File: config.mk
export PLATFORM = sky130hd
export DESIGN_NAME = jtag_tap_ctrl
export DESIGN_NICKNAME = d
export VERILOG_FILES = /design/src/rtl/jtag_tap_ctrl.sv
export SDC_FILE = /design/constraint.sdc
export NUM_CORES = 1
export LEC_CHECK = 0
export ABC_CLOCK_PERIOD_IN_PS = 2350
export CAP_MARGIN = 20
export CORE_MARGIN = 2
export CORE_UTILIZATION = 35
export CTS_CLUSTER_DIAMETER = 50
export DETAILED_ROUTE_END_ITERATION = 10
export GPL_TIMING_DRIVEN = 0
export SLEW_MARGIN = 20
export SYNTH_ARGS = -nofsm -noshare
export SYNTH_HDL_FRONTEND = slang
export SYNTH_SLANG_ARGS = --single-unit
File: constraint.sdc
create_clock -name tck -period 2.35 [get_ports tck]
set_input_delay 0.5875 -clock tck [delete_from_list [all_inputs] [get_ports tck]]
set_output_delay 0.5875 -clock tck [all_outputs]
set_load 0.02 [all_outputs]
File: src/rtl/jtag_tap_ctrl.sv
// jtag_tap_ctrl: IEEE 1149.1 TAP state machine, 4-bit instruction register,
// instruction decode and TDO mux between the IR shift path and the DR block.
package jtag_pkg;
  typedef enum logic [3:0] {
    TEST_LOGIC_RESET, RUN_TEST_IDLE, SELECT_DR_SCAN, CAPTURE_DR,
    SHIFT_DR, EXIT1_DR, PAUSE_DR, EXIT2_DR,
    UPDATE_DR, SELECT_IR_SCAN, CAPTURE_IR, SHIFT_IR,
    EXIT1_IR, PAUSE_IR, EXIT2_IR, UPDATE_IR
  } tap_ctrl_fsm_t;
  typedef enum logic [2:0] {
    SAMPLE_PRELOAD, IDCODE, ADDR_AXI_REG, DATA_W_AXI_REG,
    DATA_R_AXI_REG, MGMT_AXI_REG, IC_RESET, BYPASS
  } ir_decoding_t;
endpackage

module jtag_tap_ctrl
  import jtag_pkg::*;
#(
  parameter int IR_WIDTH = 4
) (
  input  logic                trstn,
  input  logic                tck,
  input  logic                tms,
  input  logic                tdi,
  input  logic                dr_tdo,
  output logic                tdo,
  output logic                tdo_en,
  output tap_ctrl_fsm_t       tap_state,
  output ir_decoding_t        ir_dec,
  output logic [IR_WIDTH-1:0] ir_value
);
  if (IR_WIDTH != 4) begin : g_width_check
    $error("jtag_tap_ctrl: IR_WIDTH must be 4");
  end
  logic [IR_WIDTH-1:0] r_ir_sr, r_ir_ff, r_ir_sr_n;
  tap_ctrl_fsm_t r_state_n;
  always_ff @(posedge tck or negedge trstn) begin
    if (!trstn) begin
      tap_state <= TEST_LOGIC_RESET;
      r_ir_ff   <= IR_WIDTH'(4'h3);
      r_ir_sr   <= '0;
    end else begin
      case (tap_state)
        TEST_LOGIC_RESET: begin
          tap_state <= tms ? TEST_LOGIC_RESET : RUN_TEST_IDLE;
          r_ir_ff   <= IR_WIDTH'(4'h3);
          r_ir_sr   <= '0;
        end
        RUN_TEST_IDLE, UPDATE_DR: tap_state <= tms ? SELECT_DR_SCAN : RUN_TEST_IDLE;
        SELECT_DR_SCAN:           tap_state <= tms ? SELECT_IR_SCAN : CAPTURE_DR;
        SELECT_IR_SCAN:           tap_state <= tms ? TEST_LOGIC_RESET : CAPTURE_IR;
        CAPTURE_DR, SHIFT_DR:     tap_state <= tms ? EXIT1_DR : SHIFT_DR;
        EXIT1_DR:                 tap_state <= tms ? UPDATE_DR : PAUSE_DR;
        PAUSE_DR:                 tap_state <= tms ? EXIT2_DR : PAUSE_DR;
        EXIT2_DR:                 tap_state <= tms ? UPDATE_DR : SHIFT_DR;
        CAPTURE_IR: begin
          tap_state <= tms ? EXIT1_IR : SHIFT_IR;
          r_ir_sr   <= IR_WIDTH'(4'b0101);
        end
        SHIFT_IR: begin
          tap_state <= tms ? EXIT1_IR : SHIFT_IR;
          r_ir_sr   <= {tdi, r_ir_sr[IR_WIDTH-1:1]};
        end
        EXIT1_IR:                 tap_state <= tms ? UPDATE_IR : PAUSE_IR;
        PAUSE_IR:                 tap_state <= tms ? EXIT2_IR : PAUSE_IR;
        EXIT2_IR:                 tap_state <= tms ? UPDATE_IR : SHIFT_IR;
        UPDATE_IR: begin
          tap_state <= tms ? SELECT_DR_SCAN : RUN_TEST_IDLE;
          r_ir_ff   <= r_ir_sr;
        end
      endcase
    end
  end
  // Falling-edge copies keep TDO stable across the whole rising edge that samples it.
  always_ff @(negedge tck or negedge trstn) begin
    if (!trstn) begin
      r_state_n <= TEST_LOGIC_RESET;
      r_ir_sr_n <= '0;
    end else begin
      r_state_n <= tap_state;
      r_ir_sr_n <= r_ir_sr;
    end
  end
  always_comb begin
    case (r_ir_ff)
      4'h1:    ir_dec = SAMPLE_PRELOAD;
      4'h3:    ir_dec = IDCODE;
      4'h4:    ir_dec = ADDR_AXI_REG;
      4'h5:    ir_dec = DATA_W_AXI_REG;
      4'h6:    ir_dec = DATA_R_AXI_REG;
      4'h7:    ir_dec = MGMT_AXI_REG;
      4'hC:    ir_dec = IC_RESET;
      default: ir_dec = BYPASS;
    endcase
  end
  assign ir_value = r_ir_ff;
  assign tdo_en   = (r_state_n == SHIFT_IR) || (r_state_n == SHIFT_DR);
  assign tdo      = (r_state_n == SHIFT_IR) ? r_ir_sr_n[0] : (r_state_n == SHIFT_DR) && dr_tdo;
endmodule
=== Word level (Yosys, flattened, before mapping) ===
Cells that the tools add are included.

* Output and inout bits: 13
* Logic and storage cells: 54
* Register bits: 17
* Input bits: 5

* Reductions and logical operators: 8
* Mux-type cells: 17
* Equality and inequality tests: 24

{| class="wikitable"
|+ Operators by type and width
! cell !! number
|-
| case mux 4 bit (12 select lines) || 1
|-
| == test 4 bit, second input constant || 10
|-
| == test 4 x 3 -> 1 bit, second input constant || 9
|-
| case mux 3 bit (7 select lines) || 1
|-
| 2-to-1 mux 4 bit || 4
|-
| == test 4 x 2 -> 1 bit, second input constant || 3
|-
| case mux 4 bit (3 select lines) || 1
|-
| == test 4 x 1 -> 1 bit, second input constant || 2
|-
| case mux 4 bit (2 select lines) || 1
|-
| 2-to-1 mux 2 bit || 3
|-
| 2-to-1 mux 3 bit || 2
|-
| zero test 4 bit || 1
|-
| 2-to-1 mux 1 bit || 4
|-
| OR reduction 2 bit || 2
|-
| nonzero test 3 bit || 1
|-
| OR reduction 3 bit || 1
|-
| nonzero test 2 bit || 1
|-
| logical AND 1 bit || 1
|-
| logical OR 1 bit || 1
|}

=== Longest topological paths before layout ===
* Word-level depth: 3
* Mapped depth: 5
* Gate-level depth less buffers: 3

==> results.toml <==
[job]
maxCapViolCount = 0

[drt]
ant_nets = 0
drt_wl_total_um = 2000
vias_per_cell = 5.47
drc_errors = 0
dr.pass1.iters = 5
vias = 815
wl_per_cell_um = 13.4
drt-initial-drc-count = 22

[layout]
num-nets-final = 125
final_cells = 149
fill_cells = 245
antennaDiodeCount = 0
final_core_util = 0.475
multiInputGateArea_um2 = 449
final-seq-area_um2 = 428
syn_to_final_growth_pct = 28.4
drive_above_1_share = 0.176

[global_routing]
antenna_found_initial = 0
grt_max_degree = 18
grt_pass1_wl_um = 3530
grt_pass1_vias = 716
grt.total_usage = 0.146
overflow = 0

[run_status]
status = "finished with violations"
violations = "setup timing"

[setup_path]
path_cells = "and4b_1 > or2_4 > buf_6"
crit_path_start_kind = "flop"
critical_path_arrival_ns = 2.49
crit_type = "reg -> out"
ff2ff_path_depth = 0
critPathSlowestCell = "dfrtn_1"
cp-end-kind = "output pin"
required_ns = 1.76
critPathMaxStageDelay_ns = 0.43
path_max_fanout = 2

[sta]
hold_viol = 0
slew_violations = 0
fin_setup_tns_ns = -1.42
relSlewSlack = 0.492
clock_skew_ns = 0.000692
fin_hold_ws_ns = 0.344
setup_slack_ns = -0.723
tightest_slew_ns = 0.761
finalSetupViolCount = 2
rsz0062_at_grt = "true"

[synth]
synthFlopType = "dfrtp_1"
synth_edf_count = 0
synth_nets = 103
synth_warnings = 0
netlist_area_um2 = 926
syn-mean-instance-area_um2 = 9.45
yosysSeqAreaShare = 0.462
netlist_instances = 98
synth-seq-cells = 17
synth.distinct_cells = 38
synthArstFlopShare = 1.00

[clock_network]
clockRootBuffer = "clkbuf_4"
htreeDepth = 1
clk_pin_slew_worst_paths_ns = 0.10
clk_latency_ns = 0.29
clockBufferDepth = 2
cts_tree = "done"
numCtsBuffers = 3
post_cts.repair.setup_buffers = 0
clock-sinks = 17

[floorplanning]
die_x_um = 55.4
die_area_um2 = 3070
coreArea_um2 = 2500
io_pins = 18
num_rows = 18
die_h_um = 55.4
start_util = 0.370

[pwr]
irDropWorstVdd_uv = 667
p_leak_nw = 0.553
power_density_nw_per_um2 = 1480

[place]
port-buffer-count = 17
dpl.hpwl_um = 1480
placedCellCount = 145
place.gp.congestion = 0.804

[min_path]
hold_path_class = "in -> async"
-- registers in the layout, indices dropped and copies added, names as in the netlist --
name	flops
ir_value	4
r_ir_sr	4
r_ir_sr_n	1
r_state_n	4
tap_state	4
-- area by class of cell --
| class | count | area share |
|---|---|---|
| Buffer | 8 | 0.0432 |
| Clock buffer | 3 | 0.0189 |
| Clock inverter | 1 | 0.00421 |
| Inverter | 4 | 0.0126 |
| Multi-Input combinational cell | 69 | 0.378 |
| Sequential cell | 17 | 0.360 |
| Tap cell | 30 | 0.0316 |
| Timing Repair Buffer | 17 | 0.152 |
-- worst max-delay path, delay by kind of cell, from the launching register on --
kind | cells | cell delay (ns)
buffers and inverters | 1 | 0.13
flip-flops | 1 | 0.43
AND/OR/NAND/NOR | 2 | 0.46
-- logic make-up after synthesis --
group	share of synthesized area
xor gates and xnor gates	0.00946
and+or+nand+nor	0.223
buffers and inverters	0.0716
AOI/OAI and AO/OA	0.234
DFF	0.462
-- cells in the mapped netlist (2+ instances only) --
cell type  number  share of area
a21oi_1         8          0.043
a22o_1          5          0.047
buf_2           5          0.027
buf_4           2          0.016
dfrtn_1         5           0.14
dfrtp_1        10           0.27
dfstp_2         2          0.057
inv_1           4          0.016
nand2_1         4          0.016
nand2b_1        4          0.027
nand3_1         2          0.011
nor2_1          8          0.032
nor2b_1         2          0.014
nor3_1          5          0.027
o21ai_0         4          0.022
o22ai_1         5          0.034
or2_2           2          0.014
-- metrics by stage --
| step | power (mW) | setup WS [ns] | cell area, um^2 |
|---|---|---|---|
| after global placement | 1.57 | -0.816 | 1140 |
| after global routing | 1.90 | -0.776 | 1190 |
| after CTS | 1.75 | -0.725 | 1170 |
| after detailed placement | 1.58 | -0.833 | 1140 |
| after floorplan | 1.23 | -0.297 | 932 |
| final | 1.76 | -0.723 | 1190 |
-- worst paths after layout --
check,from,to,slack (ns)
worst max-delay path,r_state_n[2],tdo_en,-0.72
worst min-delay path,trstn,tap_state[3],0.34
worst max register to register,tap_state[0],r_state_n[0],0.49
worst min register to register,ir_value[1],ir_value[1],0.58
max in group asynchronous,trstn,r_ir_sr_n[0],0.44
min in group tck,ir_value[1],ir_value[1],0.58
-- layer usage --
metal / global-route usage / part of all wire / wire length, um
met1: 0.208 / 0.51 / 1020
met3: 0.0492 / 0.046 / 91
met4: 0.0801 / 0.029 / 57
met5: 0 / 0 / 0
met2: 0.189 / 0.42 / 832
-- power breakdown --
group	total, mW	switching [mW]	leakage [nW]	internal [mW]
Sequential	0.574	0.145	0.211	0.429
Combinational	1.03	0.533	0.323	0.495
Clock	0.156	0.0927	0.0177	0.0634
Total	1.76	0.770	0.553	0.988
-- repair_timing --
item                                   4_1_cts  5_1_grt
setup endpoints to repair                    2        9
gates resized for setup                     12        5
pin swaps                                    3        0
hold buffers                                 0        0
endpoints found under the hold margin        0        0
-- cell usage in the layout (no fill, tap or decap), types with 3 or more instances in the layout --
cell	instances
buf_2	5
dfrtp_1	10
nor3_1	5
nand2_1	4
a22o_1	5
o21ai_0	4
clkbuf_4	3
buf_6	3
o22ai_1	5
dlymetal6s2s_1	3
dfrtn_1	5
nand2b_1	4
nor2_1	8
inv_1	4
clkdlybuf4s50_1	12
a21oi_1	8
Note: power is estimated with default switching activity, not from simulation.
